**config.mk**
```make
export PLATFORM = sky130hd
export DESIGN_NAME = adc_scan_sequencer
export DESIGN_NICKNAME = d
export VERILOG_FILES = /design/src/rtl/adc_scan_sequencer.sv
export SDC_FILE = /design/constraint.sdc
export NUM_CORES = 1
export LEC_CHECK = 0
export ABC_AREA = 1
export CAP_MARGIN = 40
export CORE_ASPECT_RATIO = 1.25
export CORE_MARGIN = 1
export CORE_UTILIZATION = 62
export DETAILED_ROUTE_END_ITERATION = 12
export GPL_ROUTABILITY_DRIVEN = 0
export PLACE_DENSITY = 0.9
export SLEW_MARGIN = 10
export SYNTH_ARGS = -nofsm -noshare
export SYNTH_HDL_FRONTEND = slang
export SYNTH_SLANG_ARGS = --single-unit
```
**constraint.sdc**
```tcl
create_clock -name clk_in -period 5.5 [get_ports clk_in]
set_input_delay 1.65 -clock clk_in [delete_from_list [all_inputs] [get_ports clk_in]]
set_output_delay 1.65 -clock clk_in [all_outputs]
set_load 0.005 [all_outputs]
```
**src/rtl/adc_scan_sequencer.sv**
```systemverilog
// Channel-mask scan sequencer for an ADC0808/0809: select, ALE/SC pulse, EOC handshake, OE read, per-channel bank.
// Optional macro ADC_EOC_SYNC_EN adds a 2-flop synchronizer on eoc.
module adc_scan_sequencer #(
  parameter int SETUP_CYCLES   = 2,
  parameter int PULSE_CYCLES   = 4,
  parameter int OE_CYCLES      = 4,
  parameter int TIMEOUT_CYCLES = 4096
) (
  input  logic       clk_in,
  input  logic       rst,
  input  logic       enable,
  input  logic [7:0] ch_mask,
  input  logic       err_clr,
  input  logic       eoc,
  input  logic [7:0] adc_data,
  output logic [2:0] sel,
  output logic       ale,
  output logic       sc,
  output logic       oe,
  output logic       busy,
  output logic       sample_valid,
  output logic [2:0] sample_ch,
  output logic [7:0] sample_data,
  input  logic [2:0] rd_addr,
  output logic [7:0] rd_data,
  output logic       timeout_err
);

  localparam int MAX_A = (SETUP_CYCLES > PULSE_CYCLES) ? SETUP_CYCLES : PULSE_CYCLES;
  localparam int MAX_B = (OE_CYCLES > TIMEOUT_CYCLES) ? OE_CYCLES : TIMEOUT_CYCLES;
  localparam int MAX_C = (MAX_A > MAX_B) ? MAX_A : MAX_B;
  localparam int CNT_W = $clog2(MAX_C + 1);

  typedef enum logic [2:0] {
    IDLE, SETUP, START, WAIT_LOW, WAIT_HIGH, READ, STORE
  } state_t;

  state_t           state;
  logic [CNT_W-1:0] cnt;
  logic [2:0]       ptr;
  logic [7:0]       bank [8];
  logic             eoc_fsm;
  logic [2:0]       next_ch;
  logic [2:0]       idx;
  logic             found;

`ifdef ADC_EOC_SYNC_EN
  logic [1:0] eoc_sync;

  // Resets high so an idle (high) EOC line is not mistaken for a conversion in progress
  always_ff @(posedge clk_in) begin
    if (rst) eoc_sync <= 2'b11;
    else     eoc_sync <= {eoc_sync[0], eoc};
  end
  assign eoc_fsm = eoc_sync[1];
`else
  assign eoc_fsm = eoc;
`endif

  // Round-robin pick: first enabled channel at or above ptr, wrapping 7 -> 0
  always_comb begin
    next_ch = ptr;
    found   = 1'b0;
    idx     = '0;
    for (int i = 0; i < 8; i++) begin
      idx = ptr + 3'(i);
      if (!found && ch_mask[idx]) begin
        found   = 1'b1;
        next_ch = idx;
      end
    end
  end

  always_ff @(posedge clk_in) begin
    if (rst) begin
      state        <= IDLE;
      cnt          <= '0;
      ptr          <= '0;
      sel          <= '0;
      ale          <= 1'b0;
      sc           <= 1'b0;
      oe           <= 1'b0;
      busy         <= 1'b0;
      sample_valid <= 1'b0;
      sample_ch    <= '0;
      sample_data  <= '0;
      rd_data      <= '0;
      timeout_err  <= 1'b0;
      for (int i = 0; i < 8; i++) bank[i] <= '0;
    end else begin
      sample_valid <= 1'b0;
      rd_data      <= bank[rd_addr];
      // A timeout assigned later in this block overrides the clear
      if (err_clr) timeout_err <= 1'b0;

      case (state)
        IDLE: begin
          if (enable && (ch_mask != 8'h00)) begin
            sel   <= next_ch;
            cnt   <= '0;
            busy  <= 1'b1;
            state <= SETUP;
          end
        end
        SETUP: begin
          if (cnt == CNT_W'(SETUP_CYCLES - 1)) begin
            cnt   <= '0;
            ale   <= 1'b1;
            sc    <= 1'b1;
            state <= START;
          end else begin
            cnt <= cnt + 1'b1;
          end
        end
        START: begin
          if (cnt == CNT_W'(PULSE_CYCLES - 1)) begin
            cnt   <= '0;
            ale   <= 1'b0;
            sc    <= 1'b0;
            state <= WAIT_LOW;
          end else begin
            cnt <= cnt + 1'b1;
          end
        end
        WAIT_LOW: begin
          if (!eoc_fsm) begin
            cnt   <= '0;
            state <= WAIT_HIGH;
          end else if (cnt == CNT_W'(TIMEOUT_CYCLES - 1)) begin
            cnt         <= '0;
            timeout_err <= 1'b1;
            ptr         <= sel + 3'd1;
            busy        <= 1'b0;
            state       <= IDLE;
          end else begin
            cnt <= cnt + 1'b1;
          end
        end
        WAIT_HIGH: begin
          if (eoc_fsm) begin
            cnt   <= '0;
            oe    <= 1'b1;
            state <= READ;
          end else if (cnt == CNT_W'(TIMEOUT_CYCLES - 1)) begin
            cnt         <= '0;
            timeout_err <= 1'b1;
            ptr         <= sel + 3'd1;
            busy        <= 1'b0;
            state       <= IDLE;
          end else begin
            cnt <= cnt + 1'b1;
          end
        end
        READ: begin
          // Bank is written on the edge entering STORE so a same-address read sees old data for one cycle
          if (cnt == CNT_W'(OE_CYCLES - 1)) begin
            cnt          <= '0;
            oe           <= 1'b0;
            sample_valid <= 1'b1;
            sample_ch    <= sel;
            sample_data  <= adc_data;
            bank[sel]    <= adc_data;
            ptr          <= sel + 3'd1;
            state        <= STORE;
          end else begin
            cnt <= cnt + 1'b1;
          end
        end
        STORE: begin
          busy  <= 1'b0;
          state <= IDLE;
        end
        default: begin
          busy  <= 1'b0;
          state <= IDLE;
        end
      endcase
    end
  end

endmodule

```
==> results of run 1 <==
## cells in the mapped netlist, drive strengths merged, types with 6 or more instances
library cell	instances	share of area (%)
o22ai	8	0.92
nor3	11	1.1
a21oi	13	1.2
a31oi	9	1.0
nand2	122	8.8
buf	6	0.85
nor2	155	11
inv	53	3.7
o21ai	67	6.2
edfxtp	64	35
nand3	60	5.7
dfxtp	46	17
clkbuf	13	0.90
nand4	6	0.69
clkinv	11	0.76
## per-layer routing
layer / wire, um / global-route usage (%) / part of all wire (%) / up-vias
met5: 0 / 0 / 0 / -
met4: 746 / 18.2 / 5.6 / 0
met3: 824 / 4.23 / 6.2 / 55
met2: 6680 / 55.1 / 51 / 248
met1: 4960 / 31.7 / 38 / 2227
li1: - / - / - / 2346
## metrics by stage
step	hold WS, ps	worst slack, ps	cells	area, um^2
after global placement	461	1850	825	6020
after detailed placement	465	1830	825	6020
after CTS	478	2180	841	6190
after global routing	497	1940	841	6190
after floorplan	456	2640	673	5430
final	473	2140	841	6190
## area by class of cell
class | count | area (um^2)
Tap cell | 117 | 146
Timing Repair Buffer | 54 | 533
Clock buffer | 11 | 131
Inverter | 64 | 243
Clock inverter | 5 | 42.5
Sequential cell | 110 | 2840
Multi-Input combinational cell | 480 | 2250
Fill cell | 647 | 2190
## state kept, by name (all words and copies together) (netlist names)
name          count
cnt              13
sample_ch         3
bank             64
timeout_err       1
rd_data           8
sample_data       8
busy              1
sc                1
state             3
oe                1
ptr               3
sel               3
sample_valid      1
## critical path, delay by kind of cell
family	cells	cell delay (ps)
buffers and inverters	1	710
AND/OR/NAND/NOR	3	1020
## worst min path at each step
stage,depth (start not counted),end,from
final,2,timeout_err,timeout_err
after detailed placement,2,busy,busy
after global routing,2,busy,busy
after floorplan,2,busy,busy
after CTS,2,timeout_err,timeout_err
after global placement,2,timeout_err,timeout_err
## kinds of logic (layout without fill, tap and decap cells)
kind of cell / count (synthesis) / in the layout
AO/OA/AOI/OAI: 103 / 103
AND/OR/NAND/NOR: 363 / 363
XOR/XNOR: 9 / 9
buffers and inverters: 83 / 134
flip-flops: 110 / 110
adder cells (fa/ha/maj): 5 / 5
## report_power, final
part | switching (W) | total, W | internal [W] | leakage [nW]
Clock | 0.000272 | 0.000443 | 0.000170 | 0.0845
Sequential | 0.0000305 | 0.000938 | 0.000908 | 1.03
Combinational | 0.000193 | 0.000306 | 0.000113 | 1.35
Total | 0.000496 | 0.00169 | 0.00119 | 2.47
==> run metrics, run 1 <==
data required time of the worst path=5530 ps; synth unique cells=36; syn avg cell area=8.07 um^2; XOR/XNOR share of the synthesized area=1.45%; Worst-Skew Late Latency=370 ps; initial antenna violation count=0; root buffer cell=clkbuf_8; DRC violations left=0; fin crit share=61.1%; main combinational cell family by area after synthesis=simple AND/OR/NAND/NOR gates; Initial Utilization=64.8%; Hold WC Path Type=reg2reg; CTS tree=yes; complex-gate fraction of the synthesized area=10.2%; die height=107 um; Top Ports=52; Worst R2R Start=cnt[3]; Detail Placement HPWL=9750 um; reg-to-reg endpoint=bank[1][2]; utilization after layout=73.9%; Max Freq=298 MHz; first-pass GRT wire length=20900 um; All-Layer GR Usage=29.8%; grt ovf=0; CP Capture Type=register; simple-gate share of the synthesized area=28.6%; RSZ-0062 raised after global routing=false; TritonCTS Buffers=9; CP max stage delay=710 ps; main flop type after synthesis=edfxtp_1; syn nets=702; ys async rst share=0%; Slew HR=48.4%; Seq/Total Area, Yosys=52.3%; buffer depth of the longest clock path=2; ANT nets after route=0; Pins Over Slew Limit=0; clock skew=13.4 ps; P per Cell Area=273 nW/um^2; Final Hold Viols=0; multiplexer area fraction after synthesis=0%; WP data arrival=3390 ps; leak pwr=2.47 nW; share of layout cells above drive strength 1=5.66%; crit path time final=3360 ps; die area=9140 um^2; Post CTS Setup Buffer Count=0; setup TNS=0 ps; crit-path most repeated cell=nand2_1; commonest non-fill, non-tap cell in the layout=nor2_1; worst-path maximum fanout=15; via count=4876; Worst Tran Pin Value=771 ps; # hold bufs at CTS=0; Setup CP Type=in2reg; Post-Synthesis Cells=673; reg2reg path depth=7; Layout area overhead=14.0%; die width=85.7 um; yosys synthesis warning count=0; vias in the first global route=4586; Critical Path, Cell by Cell=clkdlybuf4s50_1 -> nor3_1 -> nand2_1 -> nand2_1; Initial DRC Count=388; outcome=finished, final reports clean; worst setup path end=bank[6][7]; Design Power=0.00169 W; input/output buffers=51; Max-cap violations=0; commonest cells after routing, fill and taps aside=nor2_1 (150), nand2_1 (113), o21ai_0 (64), edfxtp_1 (64), nand3_1 (58); VDD IR max=0.000178 V; CORE AREA=8380 um^2; H-tree levels=3; Rows=37; Final setup viols=0; Final Net Count=748; drt wl/cell=15.7 um; clock-pin slew of the registers on the worst-case setup and hold paths=100 ps; drt first pass iters=7; CTS resizes=0; ant diodes=0; slowest stage cell, crit path=clkdlybuf4s50_1; Seq cells post-synth=110; CP startpoint kind=primary input; Post-synth EDFFs=64; CTS Sinks=110; drt total wl=13200 um; worst setup path start=rst; Post-Synth Adder-Cell Area=1.15%; R2R setup slack=2290 ps; largest net degree at the start of global routing=34; Post-Synthesis Cell Area=5430 um^2; routed vias/inst=5.80
(Power assumes the default switching activity.)
==> run 2, diff against run 1 <==
- CORE_UTILIZATION: 62 -> 57
- PLACE_DENSITY: 0.9 -> 0.84
- clock period: 5.5 -> 3.5 ns (I/O delays scaled with it)
==> run 2 against run 1 <==
Against the previous run: global-route usage is 1.6 points lower; critical path type is now reg2reg; combinational power is 56% higher; power is 85% higher; largest power group unchanged.
==> run metrics, run 2 (same netlist as run 1, synthesis figures left out) <==
Clk pwr share=37.8% (+12 points); clock skew=10.8 ps (-2.58 ps); sequential cell area=2840 um^2 (unchanged); Hold Crit Endpoint=timeout_err; CP Capture Type=register; ant diodes=0 (unchanged); area of the multi-input gates=2250 um^2 (unchanged); Final Hold Viols=0 (unchanged); root buffer cell=clkbuf_16; data required time of the worst path=3750 ps (-1780 ps); largest registers=bank: 64 flops, cnt: 13 flops; largest net degree at the start of global routing=33 (-2.9%); Worst Tran Pin Value=492 ps (-279 ps); routed vias/inst=5.62 (-3.0%); CORE AREA=9220 um^2 (+10%); Hold WC Path Type=reg2reg; input/output buffers=51 (unchanged); drt first pass iters=5 (-2); WL met1=4950 um (-0.32%); CP startpoint kind=register; outcome=finished, final reports clean; All-Layer GR Usage=28.2% (-1.6 points); P_sw=0.000804 W (+62%); CTS tree=yes; setup TNS=0 ps (unchanged); Layout area overhead=18.5%; WL met3=763 um (-7.4%); Initial Utilization=58.9% (-5.9 points); most flop-heavy register=bank; Final Net Count=756 (+1.1%); met2 routed wirelength=6620 um (-0.81%); CTS Sinks=110 (unchanged); drt total wl=12900 um (-2.4%); VDD IR max=0.000305 V (+72%); commonest non-fill, non-tap cell in the layout=nor2_1; die area=9930 um^2 (+8.6%); Hold Path Cell Cnt=2 (unchanged); reg2reg path depth=16 (+9); crit path time final=2770 ps; internal power=0.00232 W (+95%); Rows=39 (+5.4%); max FFs per register=64 (unchanged); Post CTS Setup Buffer Count=0 (unchanged); Detail Placement HPWL=9310 um (-4.5%); Switching Share=25.7% (-3.7 points); drt wl/cell=15.1 um (-4.0%); Max Freq=361 MHz; Pins Over Slew Limit=0 (unchanged); die height=111 um (+4.2%); placed insts=839 (+1.7%); WP data arrival=3020 ps (-370 ps); Max-cap violations=0 (unchanged); Initial DRC Count=342 (-12%); # hold bufs at CTS=0 (unchanged); R2R setup slack=730 ps (-1560 ps); initial antenna violation count=0 (unchanged); hold path start=timeout_err; highest routed layer=met4; Top Ports=52 (unchanged); first-pass GRT wire length=21200 um (+1.4%); die width=89.3 um (+4.2%); worst-path maximum fanout=13 (-2); commonest cells after routing, fill and taps aside=nor2_1 (150), nand2_1 (113), o21ai_0 (64), edfxtp_1 (64), nand3_1 (58); buffer depth of the longest clock path=2 (unchanged); fin crit share=79.0%; Setup CP Type=reg2reg; share of layout cells above drive strength 1=6.83% (+1.2 points); leak pwr=2.59 nW (+5.1%); Final Non-Filler Cells=855 (+1.7%); CTS resizes=0 (unchanged); Worst-Skew Late Latency=360 ps (about the same); fill cell count=706 (+9.1%); RSZ-0062 raised after global routing=false; TritonCTS Buffers=9 (unchanged); Seq pwr share=47.0% (-8.6 points); Final setup viols=0 (unchanged); Slew HR=66.8% (+18 points); P per Cell Area=486 nW/um^2 (+78%); Worst R2R Start=ptr[0]; reg-to-reg endpoint=sel[1]; clock-pin slew of the registers on the worst-case setup and hold paths=70 ps (-30 ps); ANT nets after route=0 (unchanged); grt ovf=0 (unchanged); vias in the first global route=4669 (+1.8%); H-tree levels=3 (unchanged); via count=4807 (-1.4%); Logic pwr share=15.2% (-3.0 points); DRC violations left=0 (unchanged)
==> run 2: cell count changes in the layout (fill, tap and decap cells not counted) <==
| cell | before | now |
|---|---|---|
| buf_4 | 3 | 11 |
| clkinv_4 | 2 | 0 |
| clkbuf_8 | 9 | 0 |
| clkinv_2 | 0 | 1 |
| clkbuf_1 | 2 | 1 |
| inv_6 | 2 | 1 |
| bufinv_16 | 0 | 2 |
| clkbuf_16 | 0 | 11 |
| clkinvlp_4 | 1 | 0 |
==> run 2: area by class of cell <==
cell class                      instances  share of cell area [%]
Clock buffer                           12                    4.33
Timing Repair Buffer                   62                    9.21
Multi-Input combinational cell        480                    35.0
Clock inverter                          4                    1.15
Sequential cell                       110                    44.2
Inverter                               64                    3.77
Tap cell                              123                    2.39
==> run 2: critical path, cell delays in order, from the launching register on <==
cell     delay, ps
dfxtp_1        560
inv_4          160
ha_1           410
inv_1          230
nand3_1        180
nand2_1        100
nand2_1         60
nand2_2         90
nand3_2        100
nor2_2         120
nand2_2         80
nor2_4         140
nand3_2        100
o21ai_1        140
inv_1           60
nand2_1         80
nand2_1         50
==> run 2: power groups by stage <==
stage	Clock, W	Sequential [W]	Combinational (W)
4_1_cts	0.00118	0.00147	0.000474
3_5_place_dp	0	0.00150	0.000470
5_1_grt	0.00124	0.00148	0.000533
6_report	0.00118	0.00147	0.000476
2_1_floorplan	0	0.00149	0.000305
3_3_place_gp	0	0.00149	0.000455
==> run 2: through the flow <==
stage	setup WS (ps)	util, %	total power, W	area (um^2)	hold slack [ps]
4_1_cts	769	69.8	0.00313	6440	476
6_report	733	69.8	0.00313	6440	471
3_5_place_dp	495	66.0	0.00197	6080	463
2_1_floorplan	1210	-	0.00179	5430	456
5_1_grt	509	69.8	0.00325	6440	504
3_3_place_gp	557	66.0	0.00195	6080	458
==> run 2: worst max-delay path by stage <==
stage | cells past startpoint | to | startpoint | slack, ps
final | 16 | sel[1] | ptr[0] | 730
after global routing | 16 | sel[1] | ptr[0] | 510
after CTS | 16 | sel[1] | ptr[0] | 770
after detailed placement | 15 | sel[1] | ch_mask[7] | 500
after global placement | 10 | cnt[11] | ch_mask[1] | 560
after floorplan | 18 | sel[1] | ptr[0] | 1210
==> run 2: routing by layer <==
metal	up-vias	GRT usage, %
met5	-	0
met2	179	49.2
met1	2233	32.1
li1	2353	-
met4	0	15.3
met3	42	4.32
